## src/rtl/scan_shift_ctrl_pkg.sv

```systemverilog
// ---------------------------------------------------------------------------
// scan_ctrl_pkg -- shared definitions for the scan shift controller.
//
// Contents:
//   scan_state_e : controller FSM states (IDLE, LOAD, CAPTURE, UNLOAD, DONE)
//   cnt_width()  : bit counter width for a given chain length,
//                  $clog2(chain_len)+1, so the counter can hold chain_len
//                  itself and never has to wrap
//   CNT_W        : counter width for the default chain length of 16
//
// Optional feature macro used elsewhere in the slice:
//   SCAN_SHIFT_CTRL_COMPARE_EN -- adds EXP / MISMATCH response compare
// ---------------------------------------------------------------------------
package scan_ctrl_pkg;

  typedef enum logic [2:0] {
    IDLE    = 3'd0,
    LOAD    = 3'd1,
    CAPTURE = 3'd2,
    UNLOAD  = 3'd3,
    DONE    = 3'd4
  } scan_state_e;

  localparam int DEF_CHAIN_LEN = 16;

  function automatic int cnt_width(input int chain_len);
    return $clog2(chain_len) + 1;
  endfunction

  localparam int CNT_W = cnt_width(DEF_CHAIN_LEN);

endpackage

```

## src/rtl/scan_shift_ctrl_if.sv

```systemverilog
// ---------------------------------------------------------------------------
// scan_shift_ctrl_if -- pattern/response handshake and scan chain signals.
//
// Parameter:
//   CHAIN_LEN  : number of scan flops in the driven chain
// Signals:
//   PAT, PAT_VALID, PAT_READY : scan-in pattern handshake (bit 0 first)
//   SE, SI, SO                : scan enable, chain head data, chain tail data
//   RSP, RSP_VALID, RSP_READY : captured response handshake (bit 0 = first
//                               bit sampled from SO)
//   EXP, MISMATCH             : expected response and compare flag, present
//                               only with SCAN_SHIFT_CTRL_COMPARE_EN defined
// Modports:
//   slave  : the controller
//   master : the pattern source / response consumer / scan chain side
// ---------------------------------------------------------------------------
interface scan_shift_ctrl_if #(
  parameter int CHAIN_LEN = 16
);

  logic [CHAIN_LEN-1:0] PAT;
  logic                 PAT_VALID;
  logic                 PAT_READY;
  logic                 SE;
  logic                 SI;
  logic                 SO;
  logic [CHAIN_LEN-1:0] RSP;
  logic                 RSP_VALID;
  logic                 RSP_READY;

`ifdef SCAN_SHIFT_CTRL_COMPARE_EN
  logic [CHAIN_LEN-1:0] EXP;
  logic                 MISMATCH;

  modport slave (
    input  PAT, PAT_VALID, SO, RSP_READY, EXP,
    output PAT_READY, SE, SI, RSP, RSP_VALID, MISMATCH
  );

  modport master (
    output PAT, PAT_VALID, SO, RSP_READY, EXP,
    input  PAT_READY, SE, SI, RSP, RSP_VALID, MISMATCH
  );
`else
  modport slave (
    input  PAT, PAT_VALID, SO, RSP_READY,
    output PAT_READY, SE, SI, RSP, RSP_VALID
  );

  modport master (
    output PAT, PAT_VALID, SO, RSP_READY,
    input  PAT_READY, SE, SI, RSP, RSP_VALID
  );
`endif

endinterface

```

## src/rtl/scan_shift_ctrl_cnt.sv

```systemverilog
// ---------------------------------------------------------------------------
// scan_shift_cnt -- loadable down-counter with registered terminal count.
//
// Parameter:
//   W        : counter width
// Ports:
//   clk      : clock, rising edge
//   rst_n    : asynchronous active-low reset (count 0, tc 1)
//   load     : load load_val (has priority over dec)
//   load_val : value to load
//   dec      : decrement by one; saturates at zero, never wraps
//   tc       : registered flag, 1 while the count is zero
// ---------------------------------------------------------------------------
module scan_shift_cnt
  import scan_ctrl_pkg::*;
#(
  parameter int W = CNT_W
) (
  input  logic         clk,
  input  logic         rst_n,
  input  logic         load,
  input  logic [W-1:0] load_val,
  input  logic         dec,
  output logic         tc
);

  logic [W-1:0] cnt_r;
  logic [W-1:0] cnt_nxt_s;
  logic         tc_r;

  // Next count: load wins, otherwise decrement while non-zero
  always_comb begin
    cnt_nxt_s = cnt_r;
    if (load) begin
      cnt_nxt_s = load_val;
    end else if (dec && (cnt_r != {W{1'b0}})) begin
      cnt_nxt_s = cnt_r - {{(W-1){1'b0}}, 1'b1};
    end else begin
      cnt_nxt_s = cnt_r;
    end
  end

  // Count register; tc is precomputed from the next count so it is a flop
  always_ff @(posedge clk or negedge rst_n) begin
    if (!rst_n) begin
      cnt_r <= {W{1'b0}};
      tc_r  <= 1'b1;
    end else begin
      cnt_r <= cnt_nxt_s;
      tc_r  <= (cnt_nxt_s == {W{1'b0}});
    end
  end

  assign tc = tc_r;

endmodule

```

## src/rtl/scan_shift_ctrl.sv

```systemverilog
// ---------------------------------------------------------------------------
// scan_shift_ctrl -- scan chain shift controller.
//
// Accepts a CHAIN_LEN-bit pattern, shifts it into the chain (LOAD, SE=1),
// spends one capture cycle (SE=0), shifts the response out (UNLOAD, SE=1,
// SI=0) while sampling SO, then presents the response until it is taken.
// Accept-to-RSP_VALID latency is 2*CHAIN_LEN+2 cycles.
//
// Parameter:
//   CHAIN_LEN : scan flops in the chain, 2..256
// Ports:
//   CLK       : clock, rising edge
//   RN        : asynchronous active-low reset
//   bus       : scan_shift_ctrl_if.slave (PAT/RSP handshakes, SE/SI/SO)
//
// Optional feature: SCAN_SHIFT_CTRL_COMPARE_EN adds bus.EXP (registered with
// PAT) and bus.MISMATCH = |(RSP ^ EXP), valid with RSP_VALID, 0 otherwise.
// ---------------------------------------------------------------------------
module scan_shift_ctrl
  import scan_ctrl_pkg::*;
#(
  parameter int CHAIN_LEN = 16
) (
  input  logic                 CLK,
  input  logic                 RN,
  scan_shift_ctrl_if.slave     bus
);

  localparam int             CW       = cnt_width(CHAIN_LEN);
  localparam logic [CW-1:0]  CNT_LAST = CW'(CHAIN_LEN - 1);
  localparam logic [CW-1:0]  CNT_ZERO = {CW{1'b0}};

  scan_state_e          state_r;
  scan_state_e          state_nxt_s;
  logic                 se_r;
  logic                 se_nxt_s;
  logic                 si_r;
  logic                 si_nxt_s;
  logic                 pat_ready_r;
  logic                 pat_ready_nxt_s;
  logic                 rsp_valid_r;
  logic                 rsp_valid_nxt_s;
  logic [CHAIN_LEN-1:0] pat_r;
  logic [CHAIN_LEN-1:0] rsp_r;
  logic [CHAIN_LEN-1:0] rsp_nxt_s;
  logic                 accept_s;
  logic                 pat_shift_s;
  logic                 rsp_shift_s;
  logic                 cnt_load_s;
  logic [CW-1:0]        cnt_val_s;
  logic                 cnt_dec_s;
  logic                 cnt_tc_s;

  // Bit counter: reloaded on every state entry (CHAIN_LEN-1 for the shift
  // states, zero elsewhere) and counted down only inside LOAD/UNLOAD
  scan_shift_cnt #(
    .W (CW)
  ) u_cnt (
    .clk      (CLK),
    .rst_n    (RN),
    .load     (cnt_load_s),
    .load_val (cnt_val_s),
    .dec      (cnt_dec_s),
    .tc       (cnt_tc_s)
  );

  // FSM next state plus next values of the registered chain/handshake outputs
  always_comb begin
    state_nxt_s     = state_r;
    se_nxt_s        = 1'b0;
    si_nxt_s        = 1'b0;
    pat_ready_nxt_s = 1'b0;
    rsp_valid_nxt_s = 1'b0;
    accept_s        = 1'b0;
    pat_shift_s     = 1'b0;
    rsp_shift_s     = 1'b0;
    cnt_load_s      = 1'b1;
    cnt_val_s       = CNT_ZERO;
    cnt_dec_s       = 1'b0;
    case (state_r)
      IDLE: begin
        if (bus.PAT_VALID && pat_ready_r) begin
          accept_s    = 1'b1;
          state_nxt_s = LOAD;
          se_nxt_s    = 1'b1;
          si_nxt_s    = bus.PAT[0];
          cnt_val_s   = CNT_LAST;
        end else begin
          pat_ready_nxt_s = 1'b1;
        end
      end
      LOAD: begin
        if (cnt_tc_s) begin
          state_nxt_s = CAPTURE;
        end else begin
          cnt_load_s  = 1'b0;
          cnt_dec_s   = 1'b1;
          se_nxt_s    = 1'b1;
          si_nxt_s    = pat_r[0];
          pat_shift_s = 1'b1;
        end
      end
      CAPTURE: begin
        state_nxt_s = UNLOAD;
        se_nxt_s    = 1'b1;
        cnt_val_s   = CNT_LAST;
      end
      UNLOAD: begin
        rsp_shift_s = 1'b1;
        if (cnt_tc_s) begin
          state_nxt_s     = DONE;
          rsp_valid_nxt_s = 1'b1;
        end else begin
          cnt_load_s = 1'b0;
          cnt_dec_s  = 1'b1;
          se_nxt_s   = 1'b1;
        end
      end
      DONE: begin
        if (bus.RSP_READY) begin
          state_nxt_s     = IDLE;
          pat_ready_nxt_s = 1'b1;
        end else begin
          rsp_valid_nxt_s = 1'b1;
        end
      end
      default: begin
        state_nxt_s     = IDLE;
        pat_ready_nxt_s = 1'b1;
      end
    endcase
  end

  // FSM state and registered outputs (SE/SI straight from flops)
  always_ff @(posedge CLK or negedge RN) begin
    if (!RN) begin
      state_r     <= IDLE;
      se_r        <= 1'b0;
      si_r        <= 1'b0;
      pat_ready_r <= 1'b1;
      rsp_valid_r <= 1'b0;
    end else begin
      state_r     <= state_nxt_s;
      se_r        <= se_nxt_s;
      si_r        <= si_nxt_s;
      pat_ready_r <= pat_ready_nxt_s;
      rsp_valid_r <= rsp_valid_nxt_s;
    end
  end

  // Response shift: SO enters at the top so the first sample ends in bit 0
  always_comb begin
    if (rsp_shift_s) begin
      rsp_nxt_s = {bus.SO, rsp_r[CHAIN_LEN-1:1]};
    end else begin
      rsp_nxt_s = rsp_r;
    end
  end

  // Pattern register holds the bits not yet on SI; bit 0 goes straight to
  // the SI flop at accept, so only PAT[CHAIN_LEN-1:1] is kept
  always_ff @(posedge CLK or negedge RN) begin
    if (!RN) begin
      pat_r <= {CHAIN_LEN{1'b0}};
      rsp_r <= {CHAIN_LEN{1'b0}};
    end else begin
      if (accept_s) begin
        pat_r <= {1'b0, bus.PAT[CHAIN_LEN-1:1]};
      end else if (pat_shift_s) begin
        pat_r <= {1'b0, pat_r[CHAIN_LEN-1:1]};
      end else begin
        pat_r <= pat_r;
      end
      rsp_r <= rsp_nxt_s;
    end
  end

  assign bus.PAT_READY = pat_ready_r;
  assign bus.SE        = se_r;
  assign bus.SI        = si_r;
  assign bus.RSP       = rsp_r;
  assign bus.RSP_VALID = rsp_valid_r;

`ifdef SCAN_SHIFT_CTRL_COMPARE_EN
  logic [CHAIN_LEN-1:0] exp_r;
  logic                 mismatch_r;

  // Expected response captured with the pattern; the flag follows the next
  // response value so it is valid in the same cycle RSP_VALID rises
  always_ff @(posedge CLK or negedge RN) begin
    if (!RN) begin
      exp_r      <= {CHAIN_LEN{1'b0}};
      mismatch_r <= 1'b0;
    end else begin
      if (accept_s) begin
        exp_r <= bus.EXP;
      end else begin
        exp_r <= exp_r;
      end
      if (rsp_valid_nxt_s) begin
        mismatch_r <= |(rsp_nxt_s ^ exp_r);
      end else begin
        mismatch_r <= 1'b0;
      end
    end
  end

  assign bus.MISMATCH = mismatch_r;
`endif

endmodule
```

## src/flat_wrapper.sv

```systemverilog
// flat-port wrapper written by rule: the top's interface ports become plain ports
module scan_shift_ctrl_flat import scan_ctrl_pkg::*;
#(
  parameter int CHAIN_LEN = 16
)
  (CLK, RN, bus_PAT, bus_PAT_VALID, bus_SO, bus_RSP_READY, bus_PAT_READY, bus_SE, bus_SI, bus_RSP, bus_RSP_VALID);
  scan_shift_ctrl_if #(.CHAIN_LEN(CHAIN_LEN)) bus_i ();
  input  logic CLK;
  input  logic RN;
  input wire logic [$bits(bus_i.PAT)-1:0] bus_PAT;
  input wire logic [$bits(bus_i.PAT_VALID)-1:0] bus_PAT_VALID;
  input wire logic [$bits(bus_i.SO)-1:0] bus_SO;
  input wire logic [$bits(bus_i.RSP_READY)-1:0] bus_RSP_READY;
  output wire logic [$bits(bus_i.PAT_READY)-1:0] bus_PAT_READY;
  output wire logic [$bits(bus_i.SE)-1:0] bus_SE;
  output wire logic [$bits(bus_i.SI)-1:0] bus_SI;
  output wire logic [$bits(bus_i.RSP)-1:0] bus_RSP;
  output wire logic [$bits(bus_i.RSP_VALID)-1:0] bus_RSP_VALID;
  assign bus_i.PAT = bus_PAT;
  assign bus_i.PAT_VALID = bus_PAT_VALID;
  assign bus_i.SO = bus_SO;
  assign bus_i.RSP_READY = bus_RSP_READY;
  assign bus_PAT_READY = bus_i.PAT_READY;
  assign bus_SE = bus_i.SE;
  assign bus_SI = bus_i.SI;
  assign bus_RSP = bus_i.RSP;
  assign bus_RSP_VALID = bus_i.RSP_VALID;
  scan_shift_ctrl #(.CHAIN_LEN(CHAIN_LEN)) u_core (.CLK(CLK), .RN(RN), .bus(bus_i));
endmodule
```

## config.mk

```make
export PLATFORM = sky130hd
export DESIGN_NAME = scan_shift_ctrl_flat
export DESIGN_NICKNAME = d
export VERILOG_FILES = /design/src/rtl/scan_shift_ctrl_pkg.sv /design/src/rtl/scan_shift_ctrl_if.sv /design/src/rtl/scan_shift_ctrl_cnt.sv /design/src/rtl/scan_shift_ctrl.sv /design/src/flat_wrapper.sv
export SDC_FILE = /design/constraint.sdc
export NUM_CORES = 1
export LEC_CHECK = 0
export ABC_CLOCK_PERIOD_IN_PS = 2400
export CORE_MARGIN = 1.5
export CORE_UTILIZATION = 54
export CTS_BUF_LIST = sky130_fd_sc_hd__clkbuf_16
export CTS_CLUSTER_SIZE = 8
export DETAILED_ROUTE_END_ITERATION = 8
export GPL_TIMING_DRIVEN = 0
export PLACE_DENSITY = 0.84
export SYNTH_ARGS = -nofsm -noshare
export SYNTH_HDL_FRONTEND = slang
export SYNTH_SLANG_ARGS = --single-unit
export TNS_END_PERCENT = 30
```

## constraint.sdc

```tcl
create_clock -name CLK -period 2.4 [get_ports CLK]
set_input_delay 0.48 -clock CLK [delete_from_list [all_inputs] [get_ports CLK]]
set_output_delay 0.48 -clock CLK [all_outputs]
set_load 0.02 [all_outputs]
```

[Word level (Yosys, flattened, before mapping)]
Index checks and enable logic that the tools add are counted.
Storage, ports and cells
  register bits: 45
  input bits: 21
  output and inout port bits: 20
  word-level logic and storage cells: 55
Cells by class
  equality and inequality tests: 8
  reduce and logical (&&, ||, !) cells: 9
  add/subtract/negate cells: 1
  mux-type cells: 28
Operators with widths (count)
  $mux W16: 2
  $pmux W3 S5: 1
  $mux W1: 13
  $mux W3: 4
  $mux W5: 2
  $pmux W5 S2: 1
  $eq A3 B2 Y1 const B: 2
  $ne A2 B2 Y1 const B: 3
  $pmux W1 S3: 2
  $logic_not A5 Y1: 1
  $reduce_bool A5 Y1: 1
  $sub A5 B1 Y5 const B: 1
  $mux W4: 1
  $pmux W1 S2: 2
  $reduce_and A4 Y1: 1
  $eq A3 B1 Y1 const B: 1
  $eq A3 B3 Y1 const B: 1
  $logic_not A3 Y1: 1
  $reduce_or A3 Y1: 1
  $logic_and A1 B1 Y1: 2
  $ne A2 B1 Y1 const B: 1
  $reduce_bool A2 Y1: 1
  $reduce_or A2 Y1: 1

[Logic depth before layout (Yosys ltp)]
Gate-level depths: netlist of run 1.
  depth after elaboration: 7
  gate-level depth with buffers: 6
  gate-level depth less buffers: 6

[Cells and area by module]
A second synthesis of run 1 with hierarchy kept.
Second synthesis, totals
  cells, all modules: 152
  area total of the unflattened synthesis: 2016.9 um2
Modules (own cells, without submodules)
  scan_shift_ctrl: area each 1660.3 um2, seq. area each 952.2 um2, instances 1, cells an instance 118
  scan_shift_cnt: area each 356.6 um2, seq. area each 151.4 um2, instances 1, cells an instance 34

[Worst setup path before layout of run 1]
No wires, ideal clock.
  kind: register to register
  start point: register u_core.state_r[2]
  end point: register u_core.pat_r[10]
  buffers on the path: 2
  cell stages (with the launch flop): 7
  setup time: 132 ps
  arrival time: 1457 ps
  period minus slack after synthesis: 1589 ps
  required time: 2268 ps
  setup slack: 811 ps
  cell sequence: dfrtp_1 buf_2 or3b_4 nor2_8 buf_8 mux2i_1 o21ai_1
On the way
  word-level cells in the longest chain between the ends: 3
  elaborated cells on any way between the ends: 6
  classes of those cells: eq/ne (1); mux (3); reduce/logical (2)
Ends and longest elaborated chain
  start: declaration: line scan_shift_ctrl.sv:33  | scan_state_e state_r;
  start signal: assignment: line scan_shift_ctrl.sv:143  | state_r <= state_nxt_s;
  $eq A3 B1 Y1 or $logic_not A3 Y1 (tied branches): line scan_shift_ctrl.sv:80  | case (state_r)
  $mux W1: line scan_shift_ctrl.sv:80
  $reduce_bool A2 Y1 (no source line) or $mux W16 (tied branches)
  end signal: assignment: line scan_shift_ctrl.sv:164  | pat_r <= {CHAIN_LEN{1'b0}};
  end signal: assignment: line scan_shift_ctrl.sv:168  | pat_r <= {1'b0, bus.PAT[CHAIN_LEN-1:1]};
  end signal: assignment: line scan_shift_ctrl.sv:170  | pat_r <= {1'b0, pat_r[CHAIN_LEN-1:1]};
  end: declaration: line scan_shift_ctrl.sv:43  | logic [CHAIN_LEN-1:0] pat_r;
Several ways; a longest one is shown, not always the timed one.
A chain may end at the register's enable or synchronous reset.

[Worst setup path in the final report of run 1]
  start point: register u_core.pat_ready_r (netlist: u_core.bus.PAT_READY)
  end point: output port bus_PAT_READY
RTL lines
  start: declaration: line scan_shift_ctrl.sv:39  | logic pat_ready_r;
  start signal: assignment: line scan_shift_ctrl.sv:146  | pat_ready_r <= pat_ready_nxt_s;
  end: declaration: line flat_wrapper.sv:14  | output wire logic [$bits(bus_i.PAT_READY)-1:0] bus_PAT_READY;
No word-level cell between the ends.

==> out/metrics.cfg, run 1 <==
[setup_path]
cp-endpoint = bus_PAT_READY
worst-path-max-fanout = 3
crit_type = flop to output port
reg2reg_depth = 6
worstSetupStartpoint = u_core.bus.PAT_READY$_DFF_PN1_
critPathMaxStageDelay_ps = 610
path_cells = clkdlybuf4s50_1
r2r-start = u_core.u_cnt.cnt_r[0]$_DFF_PN0_
path_depth = 1
r2r-end = u_core.u_cnt.tc$_DFF_PN1_
startpoint_type = flop
cp_num_buf_inv = 1
cp-end-kind = output port
regToRegSetupSlack_ps = 590
worstPathRequired_ps = 1920
crit_family = buffers and inverters
worstPathArrival_ps = 1430
cp_slowest_cell = clkdlybuf4s50_1

[grt]
antenna_found_initial = 0
grt_pass1_vias = 1488
grt.total_usage_pct = 22.5
grt_pass1_wl_mm = 6.98
grt_max_degree = 44
globalRouteOverflowTotal = 0

[sta]
timing_hold_violations_final = 0
period_needed_ps = 1910
period_share_pct = 79.8
fin_skew_ps = 3.69
fmax_ghz = 0.522
drv_slew = 0
maxSlewHeadroom_pct = 63.0
setup_tns_ps = 0
setup_slack_ps = 485
setup_viol = 0
timing.hold.ws_ps = 517
tightest_slew_ps = 550
rsz0062_at_grt = no

[floorplanning]
die_h_um = 62.5
die_width_um = 62.5
core_area_um2 = 3360
ios = 41
start_util_pct = 56.8
std_cell_rows = 21
dieArea_um2 = 3910

[detailed_routing]
wl_mm = 3.77
drtAntennaViolNets = 0
vias = 1372
drc = 0
wl_per_cell_um = 14.7
vias_per_cell = 5.36
first_iter_violations = 59
firstDrtPassIters = 4

[clock_network]
cts_resized = 0
cts-htree-levels = 2
cts_buffer_depth = 2
numCtsBuffers = 5
cts_tree = yes
clk_pin_slew_ps = 60
root_buffer = clkbuf_16
cts_sinks = 44
clock_latency_ps = 280

[layout]
diodes = 0
fin_cells = 256
design_area_um2 = 2530
fill_cells = 250
final_nets = 231
final_cell_mix = dfrtp_1, clkdlybuf4s50_1, nand2_1, mux2i_1, mux2_2
area_growth_pct = 32.4
drive_gt1_share_pct = 16.7
final_common_cell = dfrtp_1

[synth]
synth_edf_count = 0
ys_ff_latch = 44
syn-cell-area_um2 = 1910
synthCells = 160
yosys_warnings = 0
synth_ff_type = dfrtp_1
ys_types = 30
synth_area_per_cell_um2 = 11.9
seq_area_frac_synth_pct = 57.7
synth_nets = 182
async_reset_ff_share_pct = 100

[place]
place_inst = 247
port_buffers = 40
gp_congestion = 0.775
placed_cell_area_um2 = 2380
detailed_place_hpwl_mm = 2.64
dpl_worst_slack_ps = 249

[pwr]
power_density_nw_per_um2 = 1390
ir_drop_v = 0.000875
total_leakage_power_nw = 1.10

[status]
status = finished clean

[worst_hold_path]
hold_class = primary input to asynchronous set/reset pin

[job]
max_cap_violations = 0

==> stage by stage <==
stage / total power, mW / util (%)
floorplan: 2.35 / -
finish: 3.52 / 75.3
CTS: 3.54 / 75.3
global route: 3.77 / 75.3
global placement: 2.79 / 70.5
detailed placement: 2.90 / 70.9
==> area by class of cell <==
| class | instances | area (µm²) | share of cell area [%] |
|---|---|---|---|
| Sequential cell | 44 | 1100 | 43.6 |
| Timing Repair Buffer | 42 | 425 | 16.8 |
| Clock buffer | 5 | 125 | 4.94 |
| Clock inverter | 3 | 11.3 | 0.445 |
| Inverter | 5 | 18.8 | 0.741 |
| Buffer | 8 | 47.5 | 1.88 |
| Tap cell | 46 | 57.6 | 2.27 |
| Multi-Input combinational cell | 103 | 742 | 29.3 |
==> state kept, by name, summed over array words and instances, names as in the netlist <==
name	flops
u_core.bus.SE	1
u_core.state_r	3
u_core.pat_r	15
u_core.bus.RSP_VALID	1
u_core.bus.PAT_READY	1
u_core.u_cnt.tc	1
u_core.bus.RSP	16
u_core.u_cnt.cnt_r	5
u_core.bus.SI	1
==> power breakdown <==
group          total, mW  internal, mW  switching [mW]  leakage (nW)
clock              0.627         0.374           0.253        0.0738
sequential          1.31          1.09           0.219         0.554
combinational       1.59         0.788           0.801         0.474
total               3.52          2.25            1.27          1.10
==> worst min path at each step <==
stage	startpoint	end	slack, ps	cells after the start
floorplan	RN	u_core.bus.RSP[0]$_DFFE_PN0P_	180	0
global placement	u_core.pat_r[14]$_DFFE_PN0P_	u_core.pat_r[14]$_DFFE_PN0P_	490	1
detailed placement	RN	u_core.pat_r[6]$_DFFE_PN0P_	280	1
CTS	RN	u_core.pat_r[6]$_DFFE_PN0P_	520	2
global route	u_core.bus.RSP[0]$_DFFE_PN0P_	u_core.bus.RSP[0]$_DFFE_PN0P_	530	1
finish	RN	u_core.pat_r[6]$_DFFE_PN0P_	520	2
==> routing by layer <==
metal / global-route usage, % / vias to the layer above / routed length, µm
met2: 38.7 / 30 / 1970
met1: 28.0 / 687 / 1580
met4: 6.67 / 0 / 41
li1: - / 651 / -
met3: 6.13 / 4 / 171
met5: 0 / - / 0
==> synth_stat cells (3+ instances only) <==
cell type	number	area share (%)
nor3_1	5	1.3
mux2_2	16	9.4
buf_2	5	1.3
dfrtp_1	42	55
inv_1	5	0.98
nor2_1	4	0.79
o21ai_1	9	2.4
nand2_1	20	3.9
o21ai_0	10	2.6
mux2i_1	16	8.4
a21oi_1	3	0.79
==> logic make-up (layout without fill, tap and decap cells) <==
family / count (synthesis) / after routing / synth area share (%)
DFF: 44 / 44 / 57.7
and+or+nand+nor: 41 / 41 / 11.6
muxes: 32 / 32 / 17.8
AOI/OAI and AO/OA: 26 / 26 / 7.40
buffers and inverters: 13 / 63 / 3.47
xor gates and xnor gates: 3 / 3 / 1.37
adders and majority gates: 1 / 1 / 0.654
==> repair_timing <==
item	in CTS	in global routing
hold buffers	1	0
setup buffers	0	0
hold endpoints to repair	1	0
No activity file was read; power rests on OpenSTA's default activity.
==> run 2, diff against run 1 <==
- ABC_CLOCK_PERIOD_IN_PS: 2400 -> 1700
- CORE_UTILIZATION: 54 -> 45
- PLACE_DENSITY: 0.84 -> 0.75
- clock period: 2.4 -> 1.7 ns (I/O delays scaled with it)
==> out/metrics.cfg, run 2 (synthesized netlist as in run 1, its figures left out) <==
[status]
status = finished clean

[sta]
timing_hold_violations_final = 0
fmax_ghz = 0.619
fin_skew_ps = 4.00
period_needed_ps = 1620
maxSlewHeadroom_pct = 70.4
timing.hold.ws_ps = 384
drv_slew = 0
tightest_slew_ps = 443
period_share_pct = 95.1
setup_viol = 0

[clock_network]
clk_pin_slew_ps = 60
root_buffer = clkbuf_16
cts_buffer_depth = 2
clock_latency_ps = 280
cts_tree = yes
cts_sinks = 44
cts-htree-levels = 2
numCtsBuffers = 5

[floorplanning]
core_area_um2 = 4030
ios = 41
die_width_um = 68.2
dieArea_um2 = 4650
start_util_pct = 47.5
die_h_um = 68.2
std_cell_rows = 23

[grt]
grt_pass1_vias = 1399
antenna_found_initial = 0
grt_max_degree = 44
grt.total_usage_pct = 17.9
grt_pass1_wl_mm = 6.07
globalRouteOverflowTotal = 0

[pwr]
power_density_nw_per_um2 = 2020
total_power_mw = 5.39
total_leakage_power_nw = 1.15
ir_drop_v = 0.00115

[setup_path]
crit_type = flop to flop
crit_family = simple AND/OR/NAND/NOR gates
worst-path-max-fanout = 4
critPathMaxStageDelay_ps = 410
worstPathArrival_ps = 1800
startpoint_type = flop
worstPathRequired_ps = 1880
path_cells = inv_1 -> ha_2 -> nor4b_4 -> xnor2_1 -> o21ai_2 -> nor4_2
cp_num_buf_inv = 1
cp-end-kind = flop
cp_slowest_cell = dfrtp_1

[detailed_routing]
wl_met3_um = 270
wl_per_cell_um = 14.3
wl_mm = 3.76
vias_per_cell = 5.20
firstDrtPassIters = 4
first_iter_violations = 104
top_layer = met4
wl_met1_mm = 1.57
dr_wl_met2_mm = 1.88
vias = 1368
drtAntennaViolNets = 0
drc = 0

[place]
detailed_place_hpwl_mm = 2.63
port_buffers = 40
gp_congestion = 0.797

[worst_hold_path]
hold_class = primary input to asynchronous set/reset pin

[layout]
final_nets = 234
fill_cells = 272
final_common_cell = dfrtp_1
largest_register_ffs = 16
area_growth_pct = 39.4
diodes = 0
final_cell_mix = dfrtp_1, clkdlybuf4s50_1, nand2_1, mux2i_1, mux2_2
drive_gt1_share_pct = 22.5

[job]
max_cap_violations = 0

## run 2: cell types whose count changed in the layout (fill, tap and decap cells not counted), sizes merged
cell | previous run | this run
clkinvlp | 0 | 1
clkbuf | 7 | 9
clkdlybuf4s50 | 39 | 38
inv | 7 | 5
dlygate4sd2 | 0 | 1
buf | 8 | 9
bufinv | 0 | 1
## run 2: metrics by stage
step                setup TNS [ps]  instances  util, %  instance area, µm²  worst slack (ps)
floorplan                        0        160        -                1910               111
global route                 -15.3        263     66.1                2670             -11.4
CTS                          -28.3        262     64.7                2610             -28.3
global placement            -36320        250     58.9                2370              -749
detailed placement           -4940        251     59.3                2390              -330
finish                           0        263     66.1                2670              83.6
## run 2: worst paths after layout
check	endpoint	startpoint	slack, ps	depth (start not counted)
min in group CLK	u_core.pat_r[14]$_DFFE_PN0P_	u_core.pat_r[14]$_DFFE_PN0P_	500	1
setup / recovery	u_core.u_cnt.tc$_DFF_PN1_	u_core.u_cnt.cnt_r[1]$_DFF_PN0_	80	6
max in group asynchronous	u_core.bus.PAT_READY$_DFF_PN1_	RN	860	3
hold / removal	u_core.pat_r[1]$_DFFE_PN0P_	RN	380	2
setup reg to reg	u_core.u_cnt.tc$_DFF_PN1_	u_core.u_cnt.cnt_r[1]$_DFF_PN0_	80	6
hold reg to reg	u_core.pat_r[14]$_DFFE_PN0P_	u_core.pat_r[14]$_DFFE_PN0P_	500	1
## run 2: cell type report
type / count / area (µm²) / area share (%)
tap: 50 / 62.6 / 2.35
multi-input combinational: 103 / 774 / 29.1
clock inverter: 3 / 42.5 / 1.60
clock buffer: 5 / 125 / 4.69
inverter: 5 / 18.8 / 0.704
buffer: 7 / 53.8 / 2.02
sequential: 44 / 1100 / 41.4
timing repair buffer: 46 / 484 / 18.2
## run 2: per-layer routing
metal,GRT usage (%),vias up
met5,0,-
met4,7.75,0
met3,5.10,4
met2,29.5,51
met1,21.8,655
li1,-,658
## run 2: power breakdown
group	switching, mW	total, mW	internal [mW]	leakage (nW)
Clock	0.373	1.06	0.689	0.0798
Combinational	1.18	2.47	1.29	0.520
Sequential	0.328	1.86	1.53	0.554
Total	1.88	5.39	3.51	1.15
## run 2: timing repair
action	CTS	global route
cloned	0	1
endpoints found under the hold margin	1	0
pin swaps	1	5
gates resized for setup	5	9
setup buffers	2	1
hold buffers	1	0
setup endpoints to repair	19	25
==> run 3, diff against run 2 <==
- ABC_AREA: default -> 1
- PLACE_DENSITY: 0.75 -> 0.74
==> out/metrics.cfg, run 3 <==
[place]
dpl_worst_slack_ps = 16.1
gp_congestion = 0.821
port_buffers = 40
detailed_place_hpwl_mm = 2.94

[grt]
globalRouteOverflowTotal = 0
grt_pass1_wl_mm = 7.11
grt.total_usage_pct = 18.6
grt.busiest_layer = met2
grt_max_degree = 29
grt_pass1_vias = 1573
grt_util_met2_pct = 28.8
antenna_found_initial = 0
use_met3_pct = 5.52
grt_use_met1_pct = 24.9

[sta]
period_share_pct = 96.2
setup_slack_ps = 63.9
drv_slew = 0
timing.hold.ws_ps = 488
timing_hold_violations_final = 0
fmax_ghz = 0.611
fin_skew_ps = 5.28
maxSlewHeadroom_pct = 72.0
tightest_slew_ps = 421
period_needed_ps = 1640
rsz0062_at_grt = no
setup_viol = 0

[setup_path]
worst-path-max-fanout = 3
path_cells = clkdlybuf4s50_1
startpoint_type = flop
reg2reg_depth = 8
worstPathArrival_ps = 1300
critPathMaxStageDelay_ps = 630
r2r-end = u_core.pat_r[5]$_DFFE_PN0P_
cp-end-kind = output port
path_depth = 1
cp_num_buf_inv = 1
regToRegSetupSlack_ps = 270
worstPathRequired_ps = 1360
cp_slowest_cell = clkdlybuf4s50_1
crit_family = buffers and inverters
crit_type = flop to output port
r2r-start = u_core.state_r[0]$_DFFE_PN0P_

[detailed_routing]
drtAntennaViolNets = 0
wl_mm = 4.18
firstDrtPassIters = 4
first_iter_violations = 138
wl_per_cell_um = 13.6
vias = 1543
vias_per_cell = 5.01
drc = 0

[synth]
synthCells = 208
async_reset_ff_share_pct = 100
syn-cell-area_um2 = 1970
yosys.area.top_type = dfrtp_1
synth_edf_count = 0
ys_types = 32
ys_ff_latch = 44
seq_area_frac_synth_pct = 55.9
synth_ff_type = dfrtp_1
synth_area_leaders = dfrtp_1, nand2_1, inv_1
synth.top_cell.area_share_pct = 53.2
synth_nets = 230
synth_area_per_cell_um2 = 9.49
synth_most_common_cell = nand2_1
synth_common_cells = nand2_1, dfrtp_1, inv_1, nand3_1, o21ai_1
yosys_warnings = 0

[floorplanning]
dieArea_um2 = 4790
die_width_um = 69.2
die_h_um = 69.2
core_area_um2 = 4120
std_cell_rows = 23
ios = 41
start_util_pct = 48.0

[pwr]
power_density_nw_per_um2 = 2100
ir_drop_v = 0.00112
total_leakage_power_nw = 1.28
total_power_mw = 5.51

[layout]
diodes = 0
final_common_cell = nand2_1
final_cell_mix = nand2_1, dfrtp_1, clkdlybuf4s50_1, inv_1, nand3_1
drive_gt1_share_pct = 14.7
largest_register_ffs = 16
area_growth_pct = 33.1
utilization_pct = 63.9
final_nets = 279

[clock_network]
cts_sinks = 44
cts_tree = yes
post_cts.repair.setup_buffers = 0
root_buffer = clkbuf_16
clock_latency_ps = 290
cts_buffer_depth = 2
cts-htree-levels = 2
clk_pin_slew_ps = 60
numCtsBuffers = 5

[worst_hold_path]
whs_path_depth = 2
worstHoldStart = u_core.pat_r[6]$_DFFE_PN0P_
hold_class = flop to flop
min_to = u_core.pat_r[6]$_DFFE_PN0P_

[job]
max_cap_violations = 0

[status]
status = finished clean

[run 3: layout make-up]
type	instances	area (µm²)
fill	337	1490
inverter	29	114
clock inverter	3	42.5
multi-input combinational	130	719
buffer	5	37.5
timing repair buffer	42	424
sequential	44	1100
clock buffer	5	125
tap	50	62.6
[run 3: how the worst max path moves through the flow]
stage                                   startpoint                          end  slack (ps)
floorplan           u_core.bus.PAT_READY$_DFF_PN1_  u_core.pat_r[9]$_DFFE_PN0P_         340
global placement                                RN  u_core.pat_r[6]$_DFFE_PN0P_        -890
finish               u_core.bus.RSP[3]$_DFFE_PN0P_                   bus_RSP[3]          60
CTS                  u_core.bus.RSP[3]$_DFFE_PN0P_                   bus_RSP[3]          60
global route         u_core.bus.RSP[5]$_DFFE_PN0P_                   bus_RSP[5]          20
detailed placement                   bus_PAT_VALID  u_core.pat_r[5]$_DFFE_PN0P_          20
[run 3: power breakdown]
| group | switching (mW) | total (mW) | internal [mW] |
|---|---|---|---|
| sequential | 0.290 | 1.86 | 1.57 |
| combinational | 1.48 | 2.55 | 1.07 |
| clock | 0.406 | 1.10 | 0.690 |
[run 3: per-stage QoR]
stage | setup TNS [ps] | instances | instance area, µm²
after floorplan | 0 | 208 | 1970
after global placement | -38140 | 298 | 2440
after detailed placement | 0 | 299 | 2450
after CTS | 0 | 308 | 2630
after global routing | 0 | 308 | 2630
final | 0 | 308 | 2630
[run 3: cells by family after synthesis]
family | share of synthesized area, %
AND/OR/NAND/NOR | 20.4
flip-flops | 55.9
AO/OA/AOI/OAI | 13.4
buffers and inverters | 7.67
XOR/XNOR | 0.887
multiplexers | 1.14
adder cells (fa/ha/maj) | 0.634
[run 3: routing by layer]
layer	part of all wire, %	vias to the layer above
met5	0	-
met4	1.5	0
met3	5.8	8
met2	47	33
met1	46	728
li1	-	774
[run 3: repair_timing]
action | CTS | global route
hold buffers | 1 | 0
endpoints found under the hold margin | 8 | 0
setup endpoints to repair | 1 | 0
resized for setup | 1 | 0
